<file path="config.mk">
export PLATFORM = sky130hd
export DESIGN_NAME = timer_counter
export DESIGN_NICKNAME = d
export VERILOG_FILES = /design/src/rtl/timer_counter_pkg.sv /design/src/rtl/timer_counter_tick.sv /design/src/rtl/timer_counter.sv
export SDC_FILE = /design/constraint.sdc
export NUM_CORES = 1
export LEC_CHECK = 0
export ABC_AREA = 1
export CORE_MARGIN = 2
export CORE_UTILIZATION = 55
export DETAILED_ROUTE_END_ITERATION = 8
export GPL_ROUTABILITY_DRIVEN = 0
export GPL_TIMING_DRIVEN = 0
export HOLD_SLACK_MARGIN = 0.1
export PLACE_DENSITY = 0.86
export SETUP_SLACK_MARGIN = 0.02
export SLEW_MARGIN = 15
export SYNTH_ARGS = -nofsm -noshare
export SYNTH_HDL_FRONTEND = slang
export SYNTH_SLANG_ARGS = --single-unit
</file>
<file path="constraint.sdc">
create_clock -name clock -period 2.68 [get_ports clock]
set_input_delay 0.268 -clock clock [delete_from_list [all_inputs] [get_ports clock]]
set_output_delay 0.268 -clock clock [all_outputs]
set_load 0.02 [all_outputs]
</file>
<file path="src/rtl/timer_counter_pkg.sv">
// Shared SFR addresses, TCON bit positions and mode encodings for the 8051 timer channels.
// TIMER_MODE3_EN selects whether mode 3 is the split counter or an alias of mode 1.
package timer_counter_pkg;

    localparam logic [7:0] SFR_TCON = 8'h88;
    localparam logic [7:0] SFR_TMOD = 8'h89;
    localparam logic [7:0] SFR_TL0  = 8'h8A;
    localparam logic [7:0] SFR_TL1  = 8'h8B;
    localparam logic [7:0] SFR_TH0  = 8'h8C;
    localparam logic [7:0] SFR_TH1  = 8'h8D;

    localparam logic [2:0] TCON_TR0 = 3'd4;
    localparam logic [2:0] TCON_TF0 = 3'd5;
    localparam logic [2:0] TCON_TR1 = 3'd6;
    localparam logic [2:0] TCON_TF1 = 3'd7;

    typedef enum logic [1:0] {
        MODE_13BIT       = 2'b00,
        MODE_16BIT       = 2'b01,
        MODE_8BIT_RELOAD = 2'b10,
        MODE_SPLIT       = 2'b11
    } mode_e;

    function automatic mode_e effective_mode(input logic [1:0] m);
`ifdef TIMER_MODE3_EN
        return mode_e'(m);
`else
        return (mode_e'(m) == MODE_SPLIT) ? MODE_16BIT : mode_e'(m);
`endif
    endfunction

endpackage

</file>
<file path="src/rtl/timer_counter_tick.sv">
// Tick source for one timer channel: free-running machine-cycle prescaler plus
// synchronised T-pin falling-edge detector and INT-pin synchroniser.
module timer_tick_gen #(
    parameter int unsigned PRESCALE    = 12,
    parameter int unsigned SYNC_STAGES = 2
) (
    input  logic clock,
    input  logic reset,
    input  logic count_sel,
    input  logic t_pin,
    input  logic int_pin,
    output logic mach_tick,
    output logic tick,
    output logic int_sync
);

    localparam int unsigned PW = (PRESCALE > 1) ? $clog2(PRESCALE) : 1;

    logic [PW-1:0]          pre;
    logic [SYNC_STAGES-1:0] t_sync;
    logic [SYNC_STAGES-1:0] i_sync;
    logic                   t_prev;
    logic                   t_now;

    assign mach_tick = (pre == PW'(PRESCALE - 1));
    assign t_now     = t_sync[SYNC_STAGES-1];
    assign int_sync  = i_sync[SYNC_STAGES-1];

    // The pin is only looked at once per machine cycle, so a falling edge is
    // a high sample on one machine tick followed by a low sample on the next.
    assign tick = count_sel ? (mach_tick & t_prev & ~t_now) : mach_tick;

    always_ff @(posedge clock) begin
        if (reset) begin
            pre    <= '0;
            t_sync <= '0;
            i_sync <= '0;
            t_prev <= 1'b0;
        end else begin
            pre    <= mach_tick ? '0 : pre + 1'b1;
            t_sync <= (t_sync << 1) | SYNC_STAGES'(t_pin);
            i_sync <= (i_sync << 1) | SYNC_STAGES'(int_pin);
            if (mach_tick)
                t_prev <= t_now;
        end
    end

endmodule

</file>
<file path="src/rtl/timer_counter.sv">
// 8051 timer/counter channel (TLx/THx, TMOD nibble, TRx/TFx) on the SFR bus.
// Define TIMER_MODE3_EN to build the mode 3 split counter; otherwise mode 3 runs as mode 1.
module timer_counter
    import timer_counter_pkg::*;
#(
    parameter int unsigned TIMER_ID    = 0,
    parameter int unsigned PRESCALE    = 12,
    parameter int unsigned SYNC_STAGES = 2
) (
    input  logic       clock,
    input  logic       reset,
    input  logic [7:0] data_in,
    input  logic [7:0] addr,
    input  logic       wr_en,
    input  logic       wr_bit_en,
    input  logic       bit_in,
    input  logic       t_pin,
    input  logic       int_pin,
    input  logic       int_ack,
    input  logic       tr_other,
    output logic [7:0] tl_data,
    output logic [7:0] th_data,
    output logic [3:0] tmod_nib,
    output logic       tr,
    output logic       tf,
    output logic       tf_other_set
);

    localparam logic [7:0] TL_ADDR = (TIMER_ID == 0) ? SFR_TL0 : SFR_TL1;
    localparam logic [7:0] TH_ADDR = (TIMER_ID == 0) ? SFR_TH0 : SFR_TH1;
    localparam logic [2:0] TR_BIT  = (TIMER_ID == 0) ? TCON_TR0 : TCON_TR1;
    localparam logic [2:0] TF_BIT  = (TIMER_ID == 0) ? TCON_TF0 : TCON_TF1;

    logic        mach_tick, tick, int_sync;
    logic        byte_wr, bit_wr;
    logic        wr_tl, wr_th, wr_tmod, wr_tcon, wr_tr_bit, wr_tf_bit;
    logic        run, cnt_en;
    mode_e       mode;
    logic [7:0]  tl_nxt, th_nxt;
    logic        ovf, th_ovf;
    logic [12:0] sum13;
    logic [15:0] sum16;

    timer_tick_gen #(
        .PRESCALE    (PRESCALE),
        .SYNC_STAGES (SYNC_STAGES)
    ) u_tick (
        .clock     (clock),
        .reset     (reset),
        .count_sel (tmod_nib[2]),
        .t_pin     (t_pin),
        .int_pin   (int_pin),
        .mach_tick (mach_tick),
        .tick      (tick),
        .int_sync  (int_sync)
    );

    assign byte_wr   = wr_en & ~wr_bit_en;
    assign bit_wr    = wr_en & wr_bit_en;
    assign wr_tl     = byte_wr & (addr == TL_ADDR);
    assign wr_th     = byte_wr & (addr == TH_ADDR);
    assign wr_tmod   = byte_wr & (addr == SFR_TMOD);
    assign wr_tcon   = byte_wr & (addr == SFR_TCON);
    assign wr_tr_bit = bit_wr & (addr == SFR_TCON + {5'd0, TR_BIT});
    assign wr_tf_bit = bit_wr & (addr == SFR_TCON + {5'd0, TF_BIT});

    assign mode   = effective_mode(tmod_nib[1:0]);
    assign run    = tr & (~tmod_nib[3] | int_sync);
    // A software write to either counter byte discards a coincident tick.
    assign cnt_en = tick & run & ~wr_tl & ~wr_th;

    always_comb begin
        tl_nxt = tl_data;
        th_nxt = th_data;
        ovf    = 1'b0;
        th_ovf = 1'b0;
        sum13  = {th_data, tl_data[4:0]} + 13'd1;
        sum16  = {th_data, tl_data} + 16'd1;
        if (cnt_en) begin
            case (mode)
                MODE_13BIT: begin
                    tl_nxt = {tl_data[7:5], sum13[4:0]};
                    th_nxt = sum13[12:5];
                    ovf    = &{th_data, tl_data[4:0]};
                end
                MODE_16BIT: begin
                    {th_nxt, tl_nxt} = sum16;
                    ovf              = &{th_data, tl_data};
                end
                MODE_8BIT_RELOAD: begin
                    tl_nxt = (&tl_data) ? th_data : tl_data + 8'd1;
                    ovf    = &tl_data;
                end
                MODE_SPLIT: begin
                    if (TIMER_ID == 0) begin
                        tl_nxt = tl_data + 8'd1;
                        ovf    = &tl_data;
                    end
                end
                default: ;
            endcase
        end
`ifdef TIMER_MODE3_EN
        // Timer0 mode 3: TH0 is an independent machine-cycle counter run by TR1.
        if (TIMER_ID == 0 && mode == MODE_SPLIT && mach_tick && tr_other && !wr_th) begin
            th_nxt = th_data + 8'd1;
            th_ovf = &th_data;
        end
`endif
    end

`ifndef TIMER_MODE3_EN
    logic unused_split;
    assign unused_split = ^{tr_other, mach_tick};
`endif

    always_ff @(posedge clock) begin
        if (reset) begin
            tl_data      <= '0;
            th_data      <= '0;
            tmod_nib     <= '0;
            tr           <= 1'b0;
            tf           <= 1'b0;
            tf_other_set <= 1'b0;
        end else begin
            tl_data <= wr_tl ? data_in : tl_nxt;
            th_data <= wr_th ? data_in : th_nxt;
            if (wr_tmod)
                tmod_nib <= (TIMER_ID == 0) ? data_in[3:0] : data_in[7:4];
            if (wr_tcon)
                tr <= data_in[TR_BIT];
            else if (wr_tr_bit)
                tr <= bit_in;
            if (ovf)
                tf <= 1'b1;
            else if (wr_tcon)
                tf <= data_in[TF_BIT];
            else if (wr_tf_bit)
                tf <= bit_in;
            else if (int_ack)
                tf <= 1'b0;
            tf_other_set <= th_ovf;
        end
    end

endmodule

</file>
==> summary.txt <==
Run status
  • Status: finished, final reports clean

Synth
  • Synth Area per Inst: approximately 6.5 sq um
  • Count leader, synth: nand2_1
  • Post-Syn Area: ~2200 sq um
  • Post-synth EDFFs: 0
  • Count of warnings emitted by yosys: 0
  • Top cells by area, synth: dfxtp_1 (29%), nand2_1 (12%), inv_1 (8.1%), nor2_1 (8.0%), nand3_1 (4.6%)
  • Sequential-to-total area share from yosys stat: 0.287
  • Leading area contributor after synthesis: dfxtp_1
  • Yosys reg bits: 31
  • Commonest cells in the netlist: nand2_1 (70), inv_1 (47), nor2_1 (46)
  • Post-synth ARST share: 0
  • Mapped Nets: between 300 and 400
  • Main synth FF type: dfxtp_1
  • Synth top area share: 0.287
  • Netlist cell types: 40
  • Synth Instances: between 300 and 400

Worst hold path
  • Min-Delay Path Class: flop to flop

Global routing
  • Met1 usage: 0.354
  • Met2 usage: 0.453
  • Number of global-route vias before repair: roughly 2000
  • Largest net degree at the start of global routing: 11
  • Gr usage total: 0.274
  • Global-route wire length before repair: approximately 9200 um
  • Met3 usage: 0.0507
  • GRT Max-Usage Layer: met2
  • Initial antenna violation count: 0
  • Gr ovfl total: 0

Final layout
  • Layout cell share with drive strength beyond 1: 0.130
  • Nets@finish: roughly 410
  • Area growth syn-to-layout: 29.0%
  • Antenna cell count: 0
  • Fin area: around 2800 sq um
  • Fillers: 296

Route
  • Iteration count of the initial detailed-routing pass: 6
  • DRC viols: 0
  • WL/cell: about 13 um
  • Via count: approximately 2300
  • Antenna Violating Nets Remaining: 0
  • Starting DRT DRC Count: roughly 260
  • Routed WL: about 5700 um
  • Via density per instance: around 5.4

Power
  • P_leak: between 1 and 1.5 nW
  • Power Total: a little over 0.001 W
  • Power density over the cells: approximately 370 nW/um^2
  • Peak VDD IR: 0.290 mV

Die
  • Die ar.: 4460 sq um
  • Die W: around 67 um
  • IO Pins: 48
  • # rows: 22
  • Die Height: roughly 67 um
  • Initial cell density of the core: 0.583
  • Core Box Area: 3720 sq um

Timing
  • Fmax achieved: 544 MHz
  • Final setup margin: ~0.84 ns
  • Tcrit/Tclk final: 0.686
  • # setup viols final: 0
  • Final count of hold timing violations: 0
  • Min Tclk post-route: 1.84 ns
  • Final setup TNS: 0 ns
  • Hold Worst Slack: 0.405 ns
  • Slew Viols, Final: 0
  • Clock Skew: approximately 0.013 ns
  • RSZ-0062 raised after global routing: no

Clocking
  • CTS Hold Bufs: 0
  • Post-CTS Setup Bufs: 0
  • Clk sinks: 31
  • Skew-Pair Late Insertion Delay: around 0.29 ns
  • H-tree levels: 2
  • Maximum clock path buffer count: 2
  • CTS tree: built
  • Num CTS Buffers: 5
  • Clock Root Buffer: clkbuf_8
  • Cts repair resizes: 0
  • Reg clk slew, reported paths: roughly 0.07 ns

Run
  • Max-cap viol count: 0

Setup path
  • Setup crit end kind: flop
  • Worst setup SP type: flop
  • CP Max Fanout: 6
  • Crit path kind: flop to flop
  • Arr. time, crit path: 1.99 ns
  • Required time of the critical path: roughly 2.8 ns

Placement
  • Port bufs: 45
  • Setup WS pre-CTS: 0.723 ns
  • DP Wirelength: between 4000 and 5000 um
  • DP Area: 2680 sq um
[layout make-up]
type / count / area, sq um / share of cell area
sequential: 31 / 621 / 0.222
inverter: 51 / 194 / 0.0694
clock inverter: 2 / 35.0 / 0.0125
buffer: 7 / 48.8 / 0.0175
multi-input combinational: 244 / 1300 / 0.466
tap: 48 / 60.1 / 0.0215
timing repair buffer: 45 / 450 / 0.161
clock buffer: 6 / 82.6 / 0.0296
[critical path, cell delays in order, from the launching register on]
cell and delay [ns]:
dfxtp_1 0.46, ha_1 0.30, nand2_2 0.14, nor2_8 0.18, nand4_1 0.10, nand2_1 0.14, xor2_1 0.16, nor2_1 0.05
nor2_1 0.11, nor2_1 0.05
[path summary, 6_finish.rpt]
check                                       from          endpoint  slack (ns)  depth (start not counted)
worst min register to register  u_tick.i_sync[0]  u_tick.i_sync[1]        0.41                          2
worst min-delay path            u_tick.i_sync[0]  u_tick.i_sync[1]        0.41                          2
worst max-delay path                  tl_data[0]        th_data[3]        0.84                          9
worst max register to register        tl_data[0]        th_data[3]        0.84                          9
[flip-flops by register name, summed over array words and instances, names as in the netlist, 2 cells and up]
| signal | count |
|---|---|
| tl_data | 8 |
| u_tick.i_sync | 2 |
| tmod_nib | 4 |
| u_tick.pre | 4 |
| u_tick.t_sync | 2 |
| th_data | 8 |
[layout by cell type (no fill, tap or decap), drive strengths merged, types with 2 or more instances in the layout]
cell type	instances
nand2	80
nor2	54
inv	51
clkdlybuf4s50	45
dfxtp	31
nand3	25
o21ai	23
a21oi	14
nand4	9
nor3	9
clkbuf	8
xor2	5
o21bai	5
buf	5
nor4	3
or2	3
a211oi	2
xnor2	2
o22ai	2
ha	2
[report_power, final]
group          switching [W]  total [W]  leakage, nW  internal, W
registers         0.00000337   0.000471        0.251     0.000467
logic              0.0000394  0.0000816        0.924    0.0000422
clock network       0.000182   0.000482       0.0612     0.000301
total               0.000225    0.00103         1.24     0.000810
[routing by layer]
metal	part of all wire	wire (um)
met5	0	0
met4	0.022	127
met2	0.47	2670
met3	0.079	448
met1	0.43	2440
[logic make-up (layout without fill, tap and decap cells)]
logic type	Yosys count	in the layout	synth area share
compound gates	48	48	0.127
xor+xnor	7	7	0.0283
fa+ha+maj	2	2	0.0116
buf+inv	58	111	0.112
flops	31	31	0.287
mux	1	1	0.00462
other cells	1	1	0.00173
simple gates	185	185	0.428
[through the flow]
step | util | std cells
2_1_floorplan | - | 333
3_3_place_gp | 0.720 | 426
3_5_place_dp | 0.720 | 426
4_1_cts | 0.752 | 434
5_1_grt | 0.752 | 434
6_report | 0.752 | 434
Power figures use the tool's default switching activity.
